### config.mk
export PLATFORM = sky130hd
export DESIGN_NAME = frame_task_scheduler
export DESIGN_NICKNAME = d
export VERILOG_FILES = /design/src/rtl/frame_task_scheduler.sv
export SDC_FILE = /design/constraint.sdc
export NUM_CORES = 1
export LEC_CHECK = 0
export BUFFER_PORTS_ARGS = -buffer_cell sky130_fd_sc_hd__buf_2
export CELL_PAD_IN_SITES_DETAIL_PLACEMENT = 0
export CELL_PAD_IN_SITES_GLOBAL_PLACEMENT = 1
export CORE_MARGIN = 1.5
export CORE_UTILIZATION = 46
export CTS_CLUSTER_SIZE = 14
export DETAILED_ROUTE_END_ITERATION = 6
export MAX_ROUTING_LAYER = met4
export PLACE_DENSITY = 0.84
export SETUP_SLACK_MARGIN = 0.5
export SLEW_MARGIN = 20
export SYNTH_ARGS = -nofsm -noshare
export SYNTH_HDL_FRONTEND = slang
export SYNTH_SLANG_ARGS = --single-unit
### constraint.sdc
create_clock -name i_Clk -period 3 [get_ports i_Clk]
set_input_delay 0.6 -clock i_Clk [delete_from_list [all_inputs] [get_ports i_Clk]]
set_output_delay 0.6 -clock i_Clk [all_outputs]
set_load 0.005 [all_outputs]
### src/rtl/frame_task_scheduler.sv
// frame_task_scheduler
// Per-frame update sequencer. On a launching end-of-frame pulse it issues
// NUM_TASKS one-cycle start pulses strictly in order, waiting for each task's
// done before moving on. A frame end that launches while a sequence is still
// running raises a sticky overrun flag. A task that hangs raises a sticky
// timeout flag and abandons the rest of the sequence.

module frame_task_scheduler #(
    parameter int NUM_TASKS = 3,
    parameter int TIMEOUT   = 4096,
    parameter int FRAME_DIV = 1,
    localparam int AW = (NUM_TASKS > 1) ? $clog2(NUM_TASKS) : 1
) (
    input  logic                 i_Clk,
    input  logic                 i_Rst,
    input  logic                 i_Frame_end,
    input  logic                 i_Enable,
    input  logic [NUM_TASKS-1:0] i_Task_done,
    input  logic                 i_Flag_clr,
    output logic [NUM_TASKS-1:0] o_Task_start,
    output logic [AW-1:0]        o_Active_task,
    output logic                 o_Busy,
    output logic                 o_Seq_done,
    output logic                 o_Overrun,
    output logic                 o_Timeout,
    output logic [15:0]          o_Seq_count
);

    // Timeout counter only has to reach TIMEOUT-1; divider only FRAME_DIV-1.
    localparam int TW = (TIMEOUT > 2) ? $clog2(TIMEOUT) : 1;
    localparam int DW = (FRAME_DIV > 1) ? $clog2(FRAME_DIV) : 1;

    localparam logic [AW-1:0] K_LAST   = AW'(NUM_TASKS - 1);
    localparam logic [TW-1:0] TMO_LAST = TW'(TIMEOUT - 1);
    localparam logic [DW-1:0] DIV_LAST = DW'(FRAME_DIV - 1);

    typedef enum logic [1:0] {
        ST_IDLE  = 2'd0,
        ST_ISSUE = 2'd1,
        ST_WAIT  = 2'd2
    } state_t;

    // One-hot start vector for task index idx.
    function automatic logic [NUM_TASKS-1:0] task_onehot(input logic [AW-1:0] idx);
        logic [NUM_TASKS-1:0] vec;
        for (int i = 0; i < NUM_TASKS; i++) begin
            vec[i] = (idx == AW'(i));
        end
        return vec;
    endfunction

    state_t                 state_q, state_d;
    logic [AW-1:0]          k_q, k_d;
    logic [TW-1:0]          tmo_q, tmo_d;
    logic [DW-1:0]          div_q, div_d;
    logic [NUM_TASKS-1:0]   start_q, start_d;
    logic [AW-1:0]          active_q, active_d;
    logic                   busy_q, busy_d;
    logic                   seq_done_q, seq_done_d;
    logic                   overrun_q, overrun_d;
    logic                   timeout_q, timeout_d;
    logic [15:0]            count_q, count_d;

    logic                   launch_s;
    logic                   done_sel_s;
    logic                   overrun_set_s;
    logic                   tmo_set_s;

    // A frame end launches only when enabled and the divider sits at zero.
    assign launch_s      = i_Frame_end & i_Enable & (div_q == '0);
    assign overrun_set_s = launch_s & (state_q != ST_IDLE);

    // Select the done bit of the active task; every other bit is ignored.
    always_comb begin
        done_sel_s = 1'b0;
        for (int i = 0; i < NUM_TASKS; i++) begin
            done_sel_s = done_sel_s | (i_Task_done[i] & (k_q == AW'(i)));
        end
    end

    // Frame divider advances on every enabled frame end, in any FSM state.
    always_comb begin
        div_d = div_q;
        if (i_Frame_end && i_Enable) begin
            if (div_q == DIV_LAST) begin
                div_d = '0;
            end else begin
                div_d = div_q + DW'(1);
            end
        end else begin
            div_d = div_q;
        end
    end

    // Sequencer next state and next values of all registered outputs.
    always_comb begin
        state_d    = state_q;
        k_d        = k_q;
        tmo_d      = tmo_q;
        start_d    = '0;
        active_d   = active_q;
        busy_d     = busy_q;
        seq_done_d = 1'b0;
        count_d    = count_q;
        tmo_set_s  = 1'b0;

        case (state_q)
            ST_IDLE: begin
                if (launch_s) begin
                    state_d  = ST_ISSUE;
                    k_d      = '0;
                    start_d  = task_onehot('0);
                    active_d = '0;
                    busy_d   = 1'b1;
                end else begin
                    state_d  = ST_IDLE;
                end
            end

            ST_ISSUE: begin
                // Done seen while the start pulse is out is ignored.
                state_d = ST_WAIT;
                tmo_d   = '0;
            end

            ST_WAIT: begin
                if (done_sel_s) begin
                    // Done wins over a coincident timeout.
                    if (k_q != K_LAST) begin
                        state_d  = ST_ISSUE;
                        k_d      = k_q + AW'(1);
                        start_d  = task_onehot(k_q + AW'(1));
                        active_d = k_q + AW'(1);
                    end else begin
                        state_d    = ST_IDLE;
                        k_d        = '0;
                        active_d   = '0;
                        busy_d     = 1'b0;
                        seq_done_d = 1'b1;
                        count_d    = count_q + 16'd1;
                    end
                end else if (tmo_q == TMO_LAST) begin
                    // Abandon the remaining tasks of this frame.
                    tmo_set_s = 1'b1;
                    state_d   = ST_IDLE;
                    k_d       = '0;
                    tmo_d     = '0;
                    active_d  = '0;
                    busy_d    = 1'b0;
                end else begin
                    tmo_d = tmo_q + TW'(1);
                end
            end

            default: begin
                state_d  = ST_IDLE;
                k_d      = '0;
                tmo_d    = '0;
                active_d = '0;
                busy_d   = 1'b0;
            end
        endcase
    end

    // Sticky flags: clear is overridden by a set in the same cycle.
    always_comb begin
        overrun_d = (overrun_q & ~i_Flag_clr) | overrun_set_s;
        timeout_d = (timeout_q & ~i_Flag_clr) | tmo_set_s;
    end

    // State, divider and output registers; reset aborts any running sequence.
    always_ff @(posedge i_Clk or posedge i_Rst) begin
        if (i_Rst) begin
            state_q    <= ST_IDLE;
            k_q        <= '0;
            tmo_q      <= '0;
            div_q      <= '0;
            start_q    <= '0;
            active_q   <= '0;
            busy_q     <= 1'b0;
            seq_done_q <= 1'b0;
            overrun_q  <= 1'b0;
            timeout_q  <= 1'b0;
            count_q    <= 16'd0;
        end else begin
            state_q    <= state_d;
            k_q        <= k_d;
            tmo_q      <= tmo_d;
            div_q      <= div_d;
            start_q    <= start_d;
            active_q   <= active_d;
            busy_q     <= busy_d;
            seq_done_q <= seq_done_d;
            overrun_q  <= overrun_d;
            timeout_q  <= timeout_d;
            count_q    <= count_d;
        end
    end

    assign o_Task_start  = start_q;
    assign o_Active_task = active_q;
    assign o_Busy        = busy_q;
    assign o_Seq_done    = seq_done_q;
    assign o_Overrun     = overrun_q;
    assign o_Timeout     = timeout_q;
    assign o_Seq_count   = count_q;

endmodule

==> impl_metrics.ini <==
[status]
outcome = finished, final reports clean

[cts]
root_buffer = clkbuf_8
ctsHtreeMaxLevel = 2
cts_sinks = 39
ctsHoldBuffers = 0
clock_latency_ns = 0.29
cts.repair.resized = 0
cts.reportedPaths.clkPinSlew_ns = 0.08
post_cts_buffers = 0
numCtsBuffers = 5
cts_tree = yes
clock_path_buffers = 2

[timing]
clock.fmax_mhz = 491
hold_violations = 0
finalSetupViolations = 0
fin_tns_setup_ns = 0
period_needed_ns = 2.03
rsz0062_at_grt = false
skew_ns = 0.00356
finalCritPeriodShare = 0.678
drv_slew = 0
holdWs_ns = 0.412
tightest_slew_ns = 0.795
relSlewSlack = 0.466

[critical_path]
end_kind = flop
cp_data_required_time_ns = 3.18
crit_path_start_kind = flop
startpoint = tmo_q[0]
crit_fanout = 9
setup.worst_path.class = reg2reg
worst_r2r_path_depth = 5
cp.arrival_ns = 2.22
reg2reg_from = tmo_q[0]

[drt]
wl_um = 3670
vias = 1448
drc = 0
drt-initial-drc-count = 85
drt_pass1_iterations = 4
viasPerCell = 5.53
ant_nets = 0
wire_per_inst_um = 14.0

[place]
io_buffers = 32
place_inst = 254
hpwl_um = 2630
place_congestion = 0.830
placed_area_um2 = 2070

[power_and_ir_drop]
ir_drop_v = 0.000358
leakagePower_nw = 1.07
powerDensity_nw_per_um2 = 644

[global_routing]
grt_pass1_wl_um = 6190
grt_start_max_net_pins = 40
antenna_found_initial = 0
grt_overflow_total = 0
grt_usage = 0.189
grt_pass1_vias = 1336

[job]
drv_cap = 0

[worst_hold_path]
hold_class = in2async

[synth]
avgSynthCellArea_um2 = 10.8
syn_nets = 185
synth_cell_type_count = 42
yosys-top-cells-count = dfrtp_1 (39), nand2_1 (14), nand3_1 (12), xnor2_1 (12), nor2_1 (11)
synth-seq-cells = 39
synth-main-ff-cell = dfrtp_1
yosysWarnings = 0
async_reset_ff_frac = 1.00
yosysTopAreaCell = dfrtp_1
syn_inst = 175
synth_enable_flop_cells = 0
netlist_top_cells_area = dfrtp_1 (52%), xnor2_1 (5.6%), nand3_1 (3.2%), nand2_1 (2.8%), nor2_1 (2.2%)
synth_top_area_frac = 0.516
netlist_area_um2 = 1890
ys_seq_area_frac = 0.516
yosysMostFrequentCell = dfrtp_1

[die]
initial_utilization = 0.476
die_h_um = 67.1
rows = 23
die_w_um = 67.1
die-area_um2 = 4510
core-area_um2 = 3970
io_pins = 33

[cells_and_area]
fillCellCount = 337
syn_to_final_growth_pct = 15.9
nets = 221
final_util = 0.552
final_area_um2 = 2190
diodes = 0
stdcell_count = 262
drive_above_1_share = 0.278
==> cell families after synthesis <==
logic type	Yosys count	synth area share
mux	4	0.0251
fa+ha+maj	2	0.0132
compound gates	32	0.124
simple gates	69	0.208
flops	39	0.516
buf+inv	14	0.0450
xor+xnor	15	0.0694
==> layout make-up <==
type	instances	area [um^2]	share of cell area
Clock buffer	6	82.6	0.0377
Clock inverter	2	35.0	0.0160
Inverter	10	37.5	0.0171
Multi-Input combinational cell	122	831	0.379
Sequential cell	39	976	0.445
Tap cell	50	62.6	0.0285
Timing Repair Buffer	33	168	0.0765
==> cell usage in the layout, fill, tap and decap left out, drive strengths merged, types with 3 or more instances in the layout <==
cell and count:
inv 10, nor3 3, o22ai 3, and3 4, dfrtp 39, o31ai 4, buf 33, nor2 11
a21oi 5, xnor2 12, clkbuf 6, nor4 4, o21ai 5, or3 3, or4 3, nand4 6
nand2 15, or2 3, xor2 3, nand3 12, a21o 5, mux2 3
==> worst paths after layout <==
path	end	slack, ns
min	o_Seq_count[5]	0.41
max reg2reg	o_Active_task[1]	0.97
min reg2reg	o_Seq_count[15]	0.48
min in group i_Clk	o_Seq_count[15]	0.48
max	o_Active_task[1]	0.97
max in group asynchronous	tmo_q[11]	2.25
==> registers in the layout, summed over array words and instances (netlist names) <==
signal and count:
o_Seq_done 1, o_Seq_count 16, o_Timeout 1, tmo_q 12
o_Task_start 3, state_q 2, o_Busy 1, o_Overrun 1
o_Active_task 2
==> per-stage QoR <==
| stage | setup slack (ns) | total power [mW] |
|---|---|---|
| finish | 0.965 | 1.41 |
| global route | 0.804 | 1.51 |
| CTS | 0.988 | 1.43 |
| detailed placement | 0.996 | 0.973 |
| global placement | 1.06 | 0.960 |
| floorplan | 1.28 | 0.914 |
==> worst max-delay path, cell delays in order, from the launching register on <==
cell and delay (ns):
dfrtp_1 0.39, ha_1 0.21, nand4_1 0.14, nor4_2 0.69, o22ai_1 0.24, a21o_2 0.25
==> power breakdown <==
part	total, mW	internal (mW)	switching, mW
clock network	0.451	0.269	0.182
logic	0.280	0.117	0.163
registers	0.681	0.587	0.0937
total	1.41	0.974	0.439
==> metal layers <==
layer  up-vias  GRT usage  wire length, um
li1        698          -                -
met3         6     0.0517              203
met1       709      0.245             1600
met2        35      0.278             1810
met5         -          -                0
met4         0     0.0842               48
Note: power is estimated with default switching activity, not from simulation.
